`config.mk`:
```
export PLATFORM = sky130hd
export DESIGN_NAME = bcd_scan_decoder
export DESIGN_NICKNAME = d
export VERILOG_FILES = /design/src/rtl/bcd_scan_decoder.sv
export SDC_FILE = /design/constraint.sdc
export NUM_CORES = 1
export LEC_CHECK = 0
export CELL_PAD_IN_SITES_DETAIL_PLACEMENT = 0
export CELL_PAD_IN_SITES_GLOBAL_PLACEMENT = 1
export CORE_UTILIZATION = 43
export DETAILED_ROUTE_END_ITERATION = 7
export PLACE_DENSITY_LB_ADDON = 0.08
export SETUP_SLACK_MARGIN = 0.2
export SLEW_MARGIN = 20
export SYNTH_ARGS = -nofsm -noshare
export SYNTH_HDL_FRONTEND = slang
export SYNTH_SLANG_ARGS = --single-unit
export TNS_END_PERCENT = 50
```
`constraint.sdc`:
```
create_clock -name clk -period 4.87 [get_ports clk]
set_input_delay 0.7305 -clock clk [delete_from_list [all_inputs] [get_ports clk]]
set_output_delay 0.7305 -clock clk [all_outputs]
set_load 0.03 [all_outputs]
```
`src/rtl/bcd_scan_decoder.sv`:
```
// Multiplexed BCD-to-decimal decoder: snapshots NUM_DIGITS packed BCD digits and scans them
// one slot at a time, driving a registered active-low 1-of-10 decode and digit select.
module bcd_scan_decoder #(
   parameter int NUM_DIGITS = 4,
   parameter int SCAN_DIV   = 100000,
   parameter int LZB_EN     = 1,
   localparam int IDX_W     = (NUM_DIGITS > 1) ? $clog2(NUM_DIGITS) : 1,
   localparam int PRE_W     = (SCAN_DIV > 1) ? $clog2(SCAN_DIV) : 1
) (
   input  logic                    clk,
   input  logic                    rst,
   input  logic                    load,
   input  logic [4*NUM_DIGITS-1:0] bcd_in,
   input  logic                    scan_en,
   input  logic                    err_clr,
   output logic [9:0]              y_n,
   output logic [NUM_DIGITS-1:0]   dig_sel_n,
   output logic [IDX_W-1:0]        dig_idx,
   output logic                    frame_done,
   output logic                    err
);

   localparam logic [IDX_W-1:0] LastIdx = IDX_W'(NUM_DIGITS - 1);
   localparam logic [PRE_W-1:0] LastPre = PRE_W'(SCAN_DIV - 1);

   logic [4*NUM_DIGITS-1:0] snap_q;
   logic [PRE_W-1:0]        pre_q;
   logic [IDX_W-1:0]        idx_q;
   logic [9:0]              y_q, y_d;
   logic [NUM_DIGITS-1:0]   sel_q, sel_d;
   logic                    frame_q;
   logic                    err_q;
   logic                    tick;
   logic                    blank;
   logic                    bad_in;
   logic [3:0]              cur_digit;

   assign tick = scan_en && (pre_q == LastPre);

   // A slot is blank when it and every more-significant digit are zero; digit 0 always shows.
   always_comb begin
      cur_digit = snap_q[4*int'(idx_q) +: 4];
      blank     = (LZB_EN != 0) && (idx_q != '0);
      for (int k = 0; k < NUM_DIGITS; k++) begin
         if (k >= int'(idx_q) && snap_q[4*k +: 4] != 4'd0) begin
            blank = 1'b0;
         end
      end
      if (blank || cur_digit > 4'd9) begin
         y_d = 10'h3FF;
      end else begin
         y_d = ~(10'b1 << cur_digit);
      end
      sel_d = blank ? '1 : ~(NUM_DIGITS'(1) << idx_q);
   end

   always_comb begin
      bad_in = 1'b0;
      for (int k = 0; k < NUM_DIGITS; k++) begin
         if (bcd_in[4*k +: 4] > 4'd9) begin
            bad_in = 1'b1;
         end
      end
   end

   always_ff @(posedge clk) begin
      if (rst) begin
         snap_q  <= '0;
         pre_q   <= '0;
         idx_q   <= '0;
         y_q     <= 10'h3FF;
         sel_q   <= '1;
         frame_q <= 1'b0;
         err_q   <= 1'b0;
      end else begin
         if (load) begin
            snap_q <= bcd_in;
         end
         if (scan_en) begin
            pre_q <= tick ? '0 : pre_q + PRE_W'(1);
         end
         if (tick) begin
            idx_q <= (idx_q == LastIdx) ? '0 : idx_q + IDX_W'(1);
         end
         frame_q <= tick && (idx_q == LastIdx);
         y_q     <= y_d;
         sel_q   <= sel_d;
         // Setting wins over clearing when both happen on the same edge.
         if (load && bad_in) begin
            err_q <= 1'b1;
         end else if (err_clr) begin
            err_q <= 1'b0;
         end
      end
   end

   assign y_n        = y_q;
   assign dig_sel_n  = sel_q;
   assign dig_idx    = idx_q;
   assign frame_done = frame_q;
   assign err        = err_q;

endmodule

```
-- Word level (Yosys, flattened, before mapping)
Cells that the tools add are included.
- bitwise logic cells: 2
- shift operators: 3
- multiplexer cells: 12
- magnitude comparators: 8
- equality and inequality tests: 2
- add/sub/neg operators: 2
- reduce and logical (&&, ||, !) cells: 15
- operators with widths (operator ; number):
    $gt 4x4->1 const B ; 5
    $add 17x1->17 const B ; 1
    $eq 17x17->1 const B ; 1
    $mux 17 ; 1
    $reduce_bool 4->1 ; 4
    $shiftx 16x5->4 ; 1
    $mux 1 ; 10
    $not 10->10 ; 1
    $shl 1x4->10 const A ; 1
    $logic_and 1x1->1 ; 6
    $ge 1x2->1 const A ; 2
    $not 4->4 ; 1
    $reduce_bool 2->1 ; 2
    $reduce_or 2->1 ; 2
    $shl 1x2->4 const A ; 1
    $add 2x1->2 const B ; 1
    $eq 2x2->1 const B ; 1
    $ge 2x2->1 const A ; 1
    $mux 2 ; 1
    $logic_or 1x1->1 ; 1
- flip-flop bits (word level): 51
- logic and storage cells: 51

-- Depth between registers and ports, before layout
- depth in word-level cells: 8
- gate-level depth with buffers: 7
- depth with buffers taken out: 6

-- Worst setup path after synthesis
Ideal clock, no wire load.
- path kind: input -> register
- from: in scan_en
- to: reg idx_q[0], in the netlist dig_idx[0]
- required time: 4.749 ns
- stages: 4
- buffers on the path: 0
- data arrival time: 1.878 ns
- library setup time: 0.121 ns
- path slack: 2.870 ns
- cell sequence: nand3_2 or4_4 nor3_4 mux2_4
- longest elaborated chain between the ends: 1
- ends and longest elaborated chain (item ; line ; RTL):
    start, declared ; 14 ; input logic scan_en,
    $logic_and 1x1->1 ; 38 ; assign tick = scan_en && (pre_q == LastPre);
    end signal, assigned ; 83 ; idx_q <= (idx_q == LastIdx) ? '0 : idx_q + IDX_W'(1);
    end, declared ; 28 ; logic [IDX_W-1:0] idx_q;
Every way passes these cells.
A chain may end at the register's enable or synchronous reset.

-- Worst setup path after layout
Ends and elaborated chain as after synthesis.

==> metrics.txt <==
run status=finished, final reports clean; Routed WL=4280 µm; setup tns final=0 ps; Initial Utilization=45.8%; first-pass GRT wire length=7170 µm; CTS Buf Count=5; Post-layout nets=285; synthesized area=2220 µm²; CP Max Fanout=8; die span in x=73.8 µm; I/O pin count=39; internal cell power=598 µW; dpl ws=2090 ps; routability cong.=0.785; Std-Cell Rows=25; gr busiest metal=met1; pin count of the biggest net entering global routing=34; final-report hold violation count=0; post-route ant nets=0; Max Cap Violations=0; asr flop ratio synth=0%; Clock power frac=33.7%; hold_sp=snap_q[3]; met3 Use GR=3.70%; FF-to-FF Start=pre_q[0]; Clk Latency, worst-skew pair=300 ps; worst min path class=register to register; Sw Share=22.5%; initial antenna violation count=0; CTS Buffer Depth=2; Resized cells post-CTS=0; total track usage=17.5%; Comb power frac=9.5%; R2R Path End=dig_idx[0]; reg-to-reg setup timing slack=2890 ps; Syn. warnings=0; Pins Over Slew Limit=0; synthesized net count=247; DR pass1 iterations=4; Slowest cell on crit path=clkdlybuf4s50_1; layout cells sized above 1=8.88%; # diodes=0; crit path capture type=register; register area share after synthesis=46.0%; Gate Count Post-Synth=220; Worst Reg-to-Reg Cells=5; # hold bufs at CTS=0; synthesized flop and latch total=51; via count=1670; hold endpoint=snap_q[3]; leakage=0.986 nW; Synth-to-Final Area Change=23.6%; hold path depth=2; sequential share of power=56.8%; vias in the first global route=1514; crit path kind=primary input to register; H-tree depth=2; clk root buf=clkbuf_8; Buffers & Inverters on Critical Path=1; met2 GRT Util=24.7%; DRC Markers=0; CP arrival=2630 ps; top_reg_cell synth=dfxtp_1; CTS tree=built; core area=4850 µm²; power per cell area=281 nW/µm²; Max-slew headroom=37.9%; M1 GR Usage=25.9%; Synth cell types=41; Port Buffer Count=38; worst-margin pin slew=928 ps; CP Launch Type=primary input; Setup violations, final=0; total gr overflow=0; Syn Area/Cell=10.1 µm²; Reg clk slew, reported paths=90 ps; number of buffers added for setup after CTS=0; Avg WL per Cell=13.1 µm; initial DRC count=55; chip height=73.8 µm; CP top delay family=simple AND/OR/NAND/NOR gates; Final Cycle Share=50.1%; filler instances=437; Max Clock Skew=3.93 ps; unrepaired setup endpoints after global routing=false; Crit. path cell count=5; post-route setup slack=2430 ps; Worst Path Required=5060 ps; number of synthesized flops with an enable pin=0; worst path cell trace=clkdlybuf4s50_1 -> nand3_2 -> or4_4 -> nor3_4 -> mux2_4; total clock sinks=51; largest stage delay on the critical path=600 ps; die area=5450 µm²; post-route minimum period=2440 ps; dpl hpwl=3150 µm; DR vias/cell=5.12; maximum vdd ir drop=185 µV; Net Switching=174 µW; Max Freq=409 MHz
==> metrics by stage <==
step | cell area [µm²] | cells | power, mW | hold slack [ps] | util [%]
after floorplan | 2220 | 220 | 0.489 | 455 | -
final | 2740 | 326 | 0.771 | 510 | 56.5
after detailed placement | 2650 | 318 | 0.522 | 490 | 54.6
after CTS | 2750 | 326 | 0.782 | 511 | 56.6
after global placement | 2650 | 318 | 0.521 | 482 | 54.6
after global routing | 2740 | 326 | 0.802 | 545 | 56.5
==> worst register-to-register path, stage by stage (launching register included) <==
cell     delay [ps]
dfxtp_1         380
ha_1            220
nand3_2         150
or4_4           580
nor3_4          220
mux2_4          320
==> cell usage after synthesis, drive strengths merged, types with 2 or more instances <==
master	n	area, µm²
buf	3	21.3
mux2i	18	180
nand4	6	37.5
nor2	36	135
nand2b	7	43.8
dfxtp	51	1020
xor2	4	35.0
o21ai	4	20.0
nand3	9	50.1
a211oi	2	25.0
and3	2	13.8
inv	5	18.8
mux4	4	90.1
nor2b	2	12.5
ha	6	75.1
nor3	5	36.3
nor4	8	56.3
or4	4	33.8
nand2	8	30.0
clkbuf	4	15.0
nand3b	7	52.6
a21oi	3	15.0
xnor2	10	87.6
==> worst max path at each step <==
stage | start | end | slack, ps
6_report | scan_en | dig_idx[0] | 2430
5_1_grt | scan_en | dig_idx[0] | 2330
4_1_cts | dig_idx[1] | dig_idx[1] | 2420
3_5_place_dp | scan_en | dig_idx[0] | 2090
3_3_place_gp | scan_en | dig_idx[0] | 2140
2_1_floorplan | scan_en | dig_idx[0] | 2870
==> metal layers <==
metal / routed length (µm) / vias to the layer above
met4: 54 / 0
li1: - / 853
met2: 1740 / 47
met5: 0 / -
met3: 200 / 4
met1: 2280 / 766
==> logic make-up after synthesis <==
family,after synthesis,synth area share [%]
muxes,23,12.9
AOI/OAI and AO/OA,13,4.12
DFF,51,46.0
xor gates and xnor gates,14,5.53
and+or+nand+nor,101,25.6
adders and majority gates,6,3.38
buffers and inverters,12,2.48
==> placed cells by master, fill, tap and decap left out, types with 2 or more instances in the layout <==
cell type,Yosys,routed
dfxtp_1,51,51
clkdlybuf4s50_1,0,37
nor2_1,36,36
mux2i_1,18,18
xnor2_1,10,10
nand2_1,8,8
nand3_1,8,8
nor4_1,7,7
nand2b_1,7,7
nand3b_1,7,7
clkbuf_8,0,7
nand4_1,6,6
ha_1,6,6
inv_1,5,5
nor3_1,4,4
xor2_1,4,4
mux4_2,4,4
o21ai_0,4,4
or4_1,3,3
a21oi_1,3,3
a211oi_2,2,2
nor2b_1,2,2
==> power by group through the flow <==
| stage | logic (mW) | clock network (mW) | registers (mW) |
|---|---|---|---|
| finish | 0.0736 | 0.260 | 0.438 |
| global route | 0.0811 | 0.282 | 0.439 |
| CTS | 0.0748 | 0.270 | 0.438 |
| detailed placement | 0.0745 | 0 | 0.448 |
| global placement | 0.0740 | 0 | 0.447 |
| floorplan | 0.0377 | 0 | 0.451 |
==> cell type report <==
cell class                 instances  area [µm²]  area share [%]
multi-input combinational        157        1140            41.7
sequential                        51        1020            37.2
timing repair buffer              38         375            13.7
clock buffer                       8         100            3.65
tap                               67        83.8            3.06
inverter                           5        18.8           0.685
==> registers in the layout, indices dropped and copies added, names as in the netlist <==
signal and cells:
pre_q 17, snap_q 16, y_n 10, dig_sel_n 4, dig_idx 2, err 1, frame_done 1
Power figures use the tool's default switching activity.
